===== src/rtl/spi_slave_regs.sv =====
// SPI mode-0 responder for 24-bit ID/address/data frames, backed by an 8-bit register bank.
// Optional error counter (err_cnt/err_clr) is built when SPI_SLAVE_ERR_CNT_EN is defined.
module spi_slave_regs #(
  parameter int          NUM_REGS = 16,
  parameter logic [7:0]  ID_WR    = 8'hFF,
  parameter logic [7:0]  ID_RD    = 8'h00
) (
  input  logic       clock,
  input  logic       n_reset,
  input  logic       ss,
  input  logic       sclk,
  input  logic       mosi,
  output logic       miso,
  input  logic [7:0] host_addr,
  output logic [7:0] host_rdata,
  output logic       wr_pulse,
  output logic [7:0] wr_addr,
  output logic [7:0] wr_data,
  output logic       rd_pulse,
  output logic       frame_done,
`ifdef SPI_SLAVE_ERR_CNT_EN
  input  logic       err_clr,
  output logic [7:0] err_cnt,
`endif
  output logic       frame_abort
);

  localparam int         AW         = (NUM_REGS > 1) ? $clog2(NUM_REGS) : 1;
  localparam logic [8:0] NUM_REGS_W = 9'(NUM_REGS);

  localparam logic [2:0] ST_IDLE = 3'd0;
  localparam logic [2:0] ST_ID   = 3'd1;
  localparam logic [2:0] ST_ADDR = 3'd2;
  localparam logic [2:0] ST_DATA = 3'd3;
  localparam logic [2:0] ST_SKIP = 3'd4;
  localparam logic [2:0] ST_WAIT = 3'd5;

  // Synchronisers reset to 0 so a reset released mid-frame never fakes an ss fall.
  logic [1:0] ss_sync_q, sclk_sync_q, mosi_sync_q;
  logic       ss_dly_q, sclk_dly_q;
  logic       ss_rise, ss_fall, sclk_rise, sclk_fall;

  always_ff @(posedge clock or negedge n_reset) begin
    if (!n_reset) begin
      ss_sync_q   <= '0;
      sclk_sync_q <= '0;
      mosi_sync_q <= '0;
      ss_dly_q    <= 1'b0;
      sclk_dly_q  <= 1'b0;
    end else begin
      // NOTE: sequential state uses non-blocking assignments so every flop samples pre-edge values.
      ss_sync_q   <= {ss_sync_q[0], ss};
      sclk_sync_q <= {sclk_sync_q[0], sclk};
      mosi_sync_q <= {mosi_sync_q[0], mosi};
      ss_dly_q    <= ss_sync_q[1];
      sclk_dly_q  <= sclk_sync_q[1];
    end
  end

  assign ss_rise   =  ss_sync_q[1] & ~ss_dly_q;
  assign ss_fall   = ~ss_sync_q[1] &  ss_dly_q;
  assign sclk_rise =  sclk_sync_q[1] & ~sclk_dly_q;
  assign sclk_fall = ~sclk_sync_q[1] &  sclk_dly_q;

  logic [2:0] state_q, state_d;
  logic [4:0] bit_cnt_q, bit_cnt_d;
  logic [6:0] shift_q, shift_d;
  logic       is_rd_q, is_rd_d;
  logic [7:0] addr_q, addr_d;
  logic [7:0] tx_q, tx_d;
  logic       miso_q, miso_d;
  logic       wr_pulse_q, wr_pulse_d;
  logic [7:0] wr_addr_q, wr_addr_d;
  logic [7:0] wr_data_q, wr_data_d;
  logic       rd_pulse_q, rd_pulse_d;
  logic       done_q, done_d;
  logic       abort_q, abort_d;
  logic       wr_en;
  logic       frame_err;
  logic [7:0] rx_byte;
  logic [7:0] rd_byte;
  logic       addr_in_range;
  logic [7:0] regs_q [NUM_REGS];

  assign rx_byte       = {shift_q, mosi_sync_q[1]};
  assign addr_in_range = {1'b0, addr_q} < NUM_REGS_W;
  assign rd_byte       = addr_in_range ? regs_q[addr_q[AW-1:0]] : 8'h00;
  assign host_rdata    = ({1'b0, host_addr} < NUM_REGS_W) ? regs_q[host_addr[AW-1:0]] : 8'h00;

  always_comb begin
    // NOTE: every combinational output gets a default first, so no path can infer a latch.
    state_d    = state_q;
    bit_cnt_d  = bit_cnt_q;
    shift_d    = shift_q;
    is_rd_d    = is_rd_q;
    addr_d     = addr_q;
    tx_d       = tx_q;
    miso_d     = miso_q;
    wr_addr_d  = wr_addr_q;
    wr_data_d  = wr_data_q;
    wr_en      = 1'b0;
    wr_pulse_d = 1'b0;
    rd_pulse_d = 1'b0;
    done_d     = 1'b0;
    abort_d    = 1'b0;
    frame_err  = 1'b0;

    if (ss_sync_q[1]) bit_cnt_d = '0;

    if (ss_rise) begin
      // ss wins over any sclk edge detected in the same cycle.
      state_d = ST_IDLE;
      miso_d  = 1'b0;
      if (state_q != ST_IDLE) begin
        done_d    = (bit_cnt_q == 5'd24) && (state_q != ST_SKIP);
        abort_d   = (bit_cnt_q != 5'd0) && (bit_cnt_q < 5'd24);
        frame_err = abort_d || (state_q == ST_SKIP);
      end
    end else if (ss_fall && state_q == ST_IDLE) begin
      state_d   = ST_ID;
      bit_cnt_d = '0;
      miso_d    = 1'b0;
    end else if (state_q != ST_IDLE) begin
      if (sclk_rise) begin
        if (bit_cnt_q < 5'd24) bit_cnt_d = bit_cnt_q + 5'd1;
        shift_d = rx_byte[6:0];
        case (state_q)
          ST_ID: if (bit_cnt_q == 5'd7) begin
            if (rx_byte == ID_WR) begin
              state_d = ST_ADDR;
              is_rd_d = 1'b0;
            end else if (rx_byte == ID_RD) begin
              state_d = ST_ADDR;
              is_rd_d = 1'b1;
            end else begin
              state_d = ST_SKIP;
            end
          end
          ST_ADDR: if (bit_cnt_q == 5'd15) begin
            addr_d     = rx_byte;
            rd_pulse_d = is_rd_q;
            state_d    = ST_DATA;
          end
          ST_DATA: if (bit_cnt_q == 5'd23) begin
            if (!is_rd_q && addr_in_range) begin
              wr_en      = 1'b1;
              wr_pulse_d = 1'b1;
              wr_addr_d  = addr_q;
              wr_data_d  = rx_byte;
            end
            state_d = ST_WAIT;
          end
          default: ;
        endcase
      end else if (sclk_fall) begin
        miso_d = 1'b0;
        if (state_q == ST_DATA && is_rd_q) begin
          if (bit_cnt_q == 5'd16) begin
            miso_d = rd_byte[7];
            tx_d   = {rd_byte[6:0], 1'b0};
          end else begin
            miso_d = tx_q[7];
            tx_d   = {tx_q[6:0], 1'b0};
          end
        end
      end
    end
  end

  always_ff @(posedge clock or negedge n_reset) begin
    if (!n_reset) begin
      state_q    <= ST_IDLE;
      bit_cnt_q  <= '0;
      shift_q    <= '0;
      is_rd_q    <= 1'b0;
      addr_q     <= '0;
      tx_q       <= '0;
      miso_q     <= 1'b0;
      wr_pulse_q <= 1'b0;
      wr_addr_q  <= '0;
      wr_data_q  <= '0;
      rd_pulse_q <= 1'b0;
      done_q     <= 1'b0;
      abort_q    <= 1'b0;
    end else begin
      state_q    <= state_d;
      bit_cnt_q  <= bit_cnt_d;
      shift_q    <= shift_d;
      is_rd_q    <= is_rd_d;
      addr_q     <= addr_d;
      tx_q       <= tx_d;
      miso_q     <= miso_d;
      wr_pulse_q <= wr_pulse_d;
      wr_addr_q  <= wr_addr_d;
      wr_data_q  <= wr_data_d;
      rd_pulse_q <= rd_pulse_d;
      done_q     <= done_d;
      abort_q    <= abort_d;
    end
  end

  always_ff @(posedge clock or negedge n_reset) begin
    if (!n_reset) begin
      // NOTE: the bank is flops, not RAM, and the protocol requires it to read 0 after reset.
      for (int i = 0; i < NUM_REGS; i++) regs_q[i] <= 8'h00;
    end else if (wr_en) begin
      regs_q[addr_q[AW-1:0]] <= wr_data_d;
    end
  end

`ifdef SPI_SLAVE_ERR_CNT_EN
  logic [7:0] err_cnt_q, err_cnt_d;

  always_comb begin
    err_cnt_d = err_cnt_q;
    if (err_clr)                             err_cnt_d = 8'h00;
    else if (frame_err && err_cnt_q != 8'hFF) err_cnt_d = err_cnt_q + 8'd1;
  end

  always_ff @(posedge clock or negedge n_reset) begin
    if (!n_reset) err_cnt_q <= 8'h00;
    else          err_cnt_q <= err_cnt_d;
  end

  assign err_cnt = err_cnt_q;
`else
  logic unused_err;
  assign unused_err = frame_err;
`endif

  assign miso        = miso_q;
  assign wr_pulse    = wr_pulse_q;
  assign wr_addr     = wr_addr_q;
  assign wr_data     = wr_data_q;
  assign rd_pulse    = rd_pulse_q;
  assign frame_done  = done_q;
  assign frame_abort = abort_q;

endmodule

===== config.mk =====
export PLATFORM = sky130hd
export DESIGN_NAME = spi_slave_regs
export DESIGN_NICKNAME = d
export VERILOG_FILES = /design/src/rtl/spi_slave_regs.sv
export SDC_FILE = /design/constraint.sdc
export NUM_CORES = 1
export LEC_CHECK = 0
export ABC_AREA = 1
export CAP_MARGIN = 20
export CORE_MARGIN = 1.5
export CORE_UTILIZATION = 40
export DETAILED_ROUTE_END_ITERATION = 16
export DONT_BUFFER_PORTS = 1
export HOLD_SLACK_MARGIN = 0.08
export SYNTH_ARGS = -nofsm -noshare
export SYNTH_HDL_FRONTEND = slang
export SYNTH_SLANG_ARGS = --single-unit

===== constraint.sdc =====
create_clock -name clock -period 2.1 [get_ports clock]
set_clock_uncertainty 0.1 [all_clocks]
set_input_delay 0.21 -clock clock [delete_from_list [all_inputs] [get_ports clock]]
set_output_delay 0.21 -clock clock [all_outputs]
set_load 0.1 [all_outputs]

==> qor.txt <==
Hpwl dp -> 17920 µm
Ant diodes -> 0
Critical Path RT -> 1.79 ns
Post-Synthesis Cells -> 1204
Fin. max-slew vios -> 0
Total global-route track usage -> 0.2355
Count leader, synth -> nand2_1
Busiest grt layer -> met2
Rel. slew slack -> 0.7098
CP cell instances -> o21ai_1, o22ai_1, o211ai_1, a21oi_4, buf_12
Routed length per placed instance -> 18.07 µm
CP Launch Type -> flip-flop
Post-route worst setup slack -> -0.004631 ns
Share of layout cells above drive strength 1 -> 0.1715
Fin area -> 11610 µm²
Die Width -> 158.3 µm
Via count -> 8522
TritonRoute pass-1 iters -> 5
Register area share after synthesis -> 0.4878
# clock sinks -> 188
Final Setup Violations -> 1
CP max FO -> 3
Die Y -> 158.3 µm
Final nets -> 1269
Initial antenna violation count -> 0
CORE AREA -> 23540 µm²
Met2 usage -> 0.3699
Die area -> 25050 µm²
Fill count -> 2319
Synth-to-layout area growth -> 20.38%
Area of the multi-input gates -> 4415 µm²
Initial Util -> 0.4097
Cts bufs inserted -> 17
Worst skew pair latency -> 0.43 ns
Grt total ovfl -> 0
YS warnings -> 0
Grt met3 use -> 0.03974
Post-synth top flop -> dfrtp_1
Starting DRT DRC Count -> 939
Maximum vdd drop -> 0.5051 mV
Final Wtd Congestion -> 0.8144
Path depth of the worst reg2reg path -> 11
Final core occ -> 0.4931
H-tree depth -> 4
Maxcap violations -> 0
Hold_ws -> -0.6347 ns
Post-Syn Area -> 9644 µm²
Number of remaining DRC errors -> 0
Outcome -> finished, violations left
Largest area contributor in the netlist -> dfrtp_1
Cell Rows -> 56
Via/cell ratio -> 5.380
Root buffer cell -> clkbuf_16
Critical path's slowest cell -> dfrtp_1
Leakage -> 5.269 nW
Crit path largest cell delay -> 0.41 ns
Critical path arrival -> 1.79 ns
Yosys cell types -> 40
Most frequent cells after synthesis -> nand2_1 (377), dfrtp_1 (188), o21ai_0 (129)
CP Capture Type -> output pin
Total routed wirelength -> 28620 µm
Area contributors post-synth -> dfrtp_1 (49%), nand2_1 (15%), o21ai_0 (6.7%)
Post-synth ARST share -> 1.000
Pwr dens -> 660.3 nW/µm²
Syn_nets -> 1220
Final hold violation count -> 188
Clock transition at the registers of the reported paths -> 0.08 ns
I/O pin count -> 42
Top-area cell type share of the netlist area -> 0.4878
Placed Cells -> 1531
FMAX -> 0.4751 GHz
Worst slack, placed -> 0.04627 ns
CTS tree -> built
Clock Path Buffers -> 2
Period utilization -> 1.002
Placed cell area -> 10660 µm²
Unrepaired setup endpoints after global routing -> yes
Post-synth EDFFs -> 0
Pin slew with the least headroom to its limit -> 0.4334 ns
IO Port Bufs -> 0
GR Layer Usage met1 -> 0.3408
Kind of critical path -> flip-flop to output pin
Failing checks -> negative hold slack, negative setup slack
Global-route wire length before repair -> 45200 µm
Final worst path period need -> 2.105 ns
Syn Area/Cell -> 8.010 µm²
Fin cells -> 1584
# hold bufs at CTS -> 3
Register area -> 4707 µm²
HP Class -> primary input to asynchronous set/reset pin
Largest net degree at the start of global routing -> 189
Vias in the first global route -> 7884
Synthesized flop and latch total -> 188
Detail Route Antenna Nets -> 0
==> state kept, by name (all words and copies together), names as in the netlist <==
signal / count
addr_q: 8
bit_cnt_q: 5
frame_abort: 1
frame_done: 1
is_rd_q: 1
miso: 1
mosi_sync_q: 2
rd_pulse: 1
regs_q: 128
sclk_dly_q: 1
sclk_sync_q: 2
shift_q: 7
ss_dly_q: 1
ss_sync_q: 2
state_q: 3
tx_q: 7
wr_addr: 8
wr_data: 8
wr_pulse: 1
==> stage by stage <==
| stage | setup TNS [ns] | total power, mW |
|---|---|---|
| 2_1_floorplan | 0 | 4.200 |
| 3_3_place_gp | 0 | 4.340 |
| 3_5_place_dp | 0 | 4.343 |
| 4_1_cts | 0 | 7.673 |
| 5_1_grt | -0.7858 | 7.915 |
| 6_report | -0.004631 | 7.666 |
==> worst max-delay path, delay by kind of cell, from the launching register on <==
family,cells,cell delay (ns)
compound gates,4,0.77
buf+inv,1,0.18
flops,1,0.41
==> what timing repair did <==
| action | 4_1_cts | 5_1_grt |
|---|---|---|
| resized for setup | 2 | 61 |
| pin swaps | 2 | 28 |
| setup buffers | 0 | 16 |
| endpoints found under the setup margin | 3 | 146 |
| gates cloned | 0 | 3 |
| hold endpoints to repair | 191 | 188 |
==> cells in the final DEF (no fill, tap or decap), types with 19 or more instances in the layout <==
cell type	instances
a21oi_1	19
a22oi_1	56
buf_12	27
buf_4	67
dfrtp_1	186
inv_1	61
nand2_1	372
nor2_1	86
o21ai_0	115
o21ai_1	81
o221ai_1	19
==> layout make-up <==
| type | instances | area share |
|---|---|---|
| repair buffers | 101 | 0.09753 |
| well taps | 319 | 0.03438 |
| repair inverters | 1 | 0.0005389 |
| flip-flops and latches | 188 | 0.4054 |
| clock buffers | 18 | 0.03783 |
| clock inverters | 13 | 0.01379 |
| inverters | 87 | 0.03018 |
| multi-input cells | 857 | 0.3803 |
==> cells by family (layout without fill, tap and decap cells) <==
logic type	Yosys count	count (layout)	synth area share
buffers and inverters	159	220	0.07654
DFF	188	188	0.4878
AOI/OAI and AO/OA	325	325	0.1988
adders and majority gates	3	3	0.003892
and+or+nand+nor	529	529	0.2330
==> worst paths after layout <==
| path | from | end | slack (ns) |
|---|---|---|---|
| setup / recovery | regs_q[113]$_DFFE_PN0P_ | host_rdata[1] | -0.005 |
| hold / removal | n_reset | regs_q[26]$_DFFE_PN0P_ | -0.63 |
| setup reg to reg | bit_cnt_q[1]$_DFF_PN0_ | regs_q[41]$_DFFE_PN0P_ | 0.07 |
| hold reg to reg | mosi_sync_q[0]$_DFF_PN0_ | mosi_sync_q[1]$_DFF_PN0_ | 0.25 |
| max in group asynchronous | n_reset | addr_q[0]$_DFFE_PN0P_ | 2.18 |
| min in group clock | ss | ss_sync_q[0]$_DFF_PN0_ | 0.23 |
==> where the power goes <==
| part | total (mW) | internal (mW) | switching [mW] | leakage [nW] |
|---|---|---|---|---|
| combinational | 0.560 | 0.196 | 0.364 | 2.37 |
| sequential | 3.74 | 3.68 | 0.0589 | 2.60 |
| clock | 3.37 | 1.82 | 1.55 | 0.294 |
| total | 7.67 | 5.70 | 1.97 | 5.27 |
==> per-layer routing <==
layer	up-vias	routed length [µm]
met5	-	0
met3	33	1812
met1	4091	13070
met4	0	408
li1	4096	-
met2	302	13330
Power figures use the tool's default switching activity.
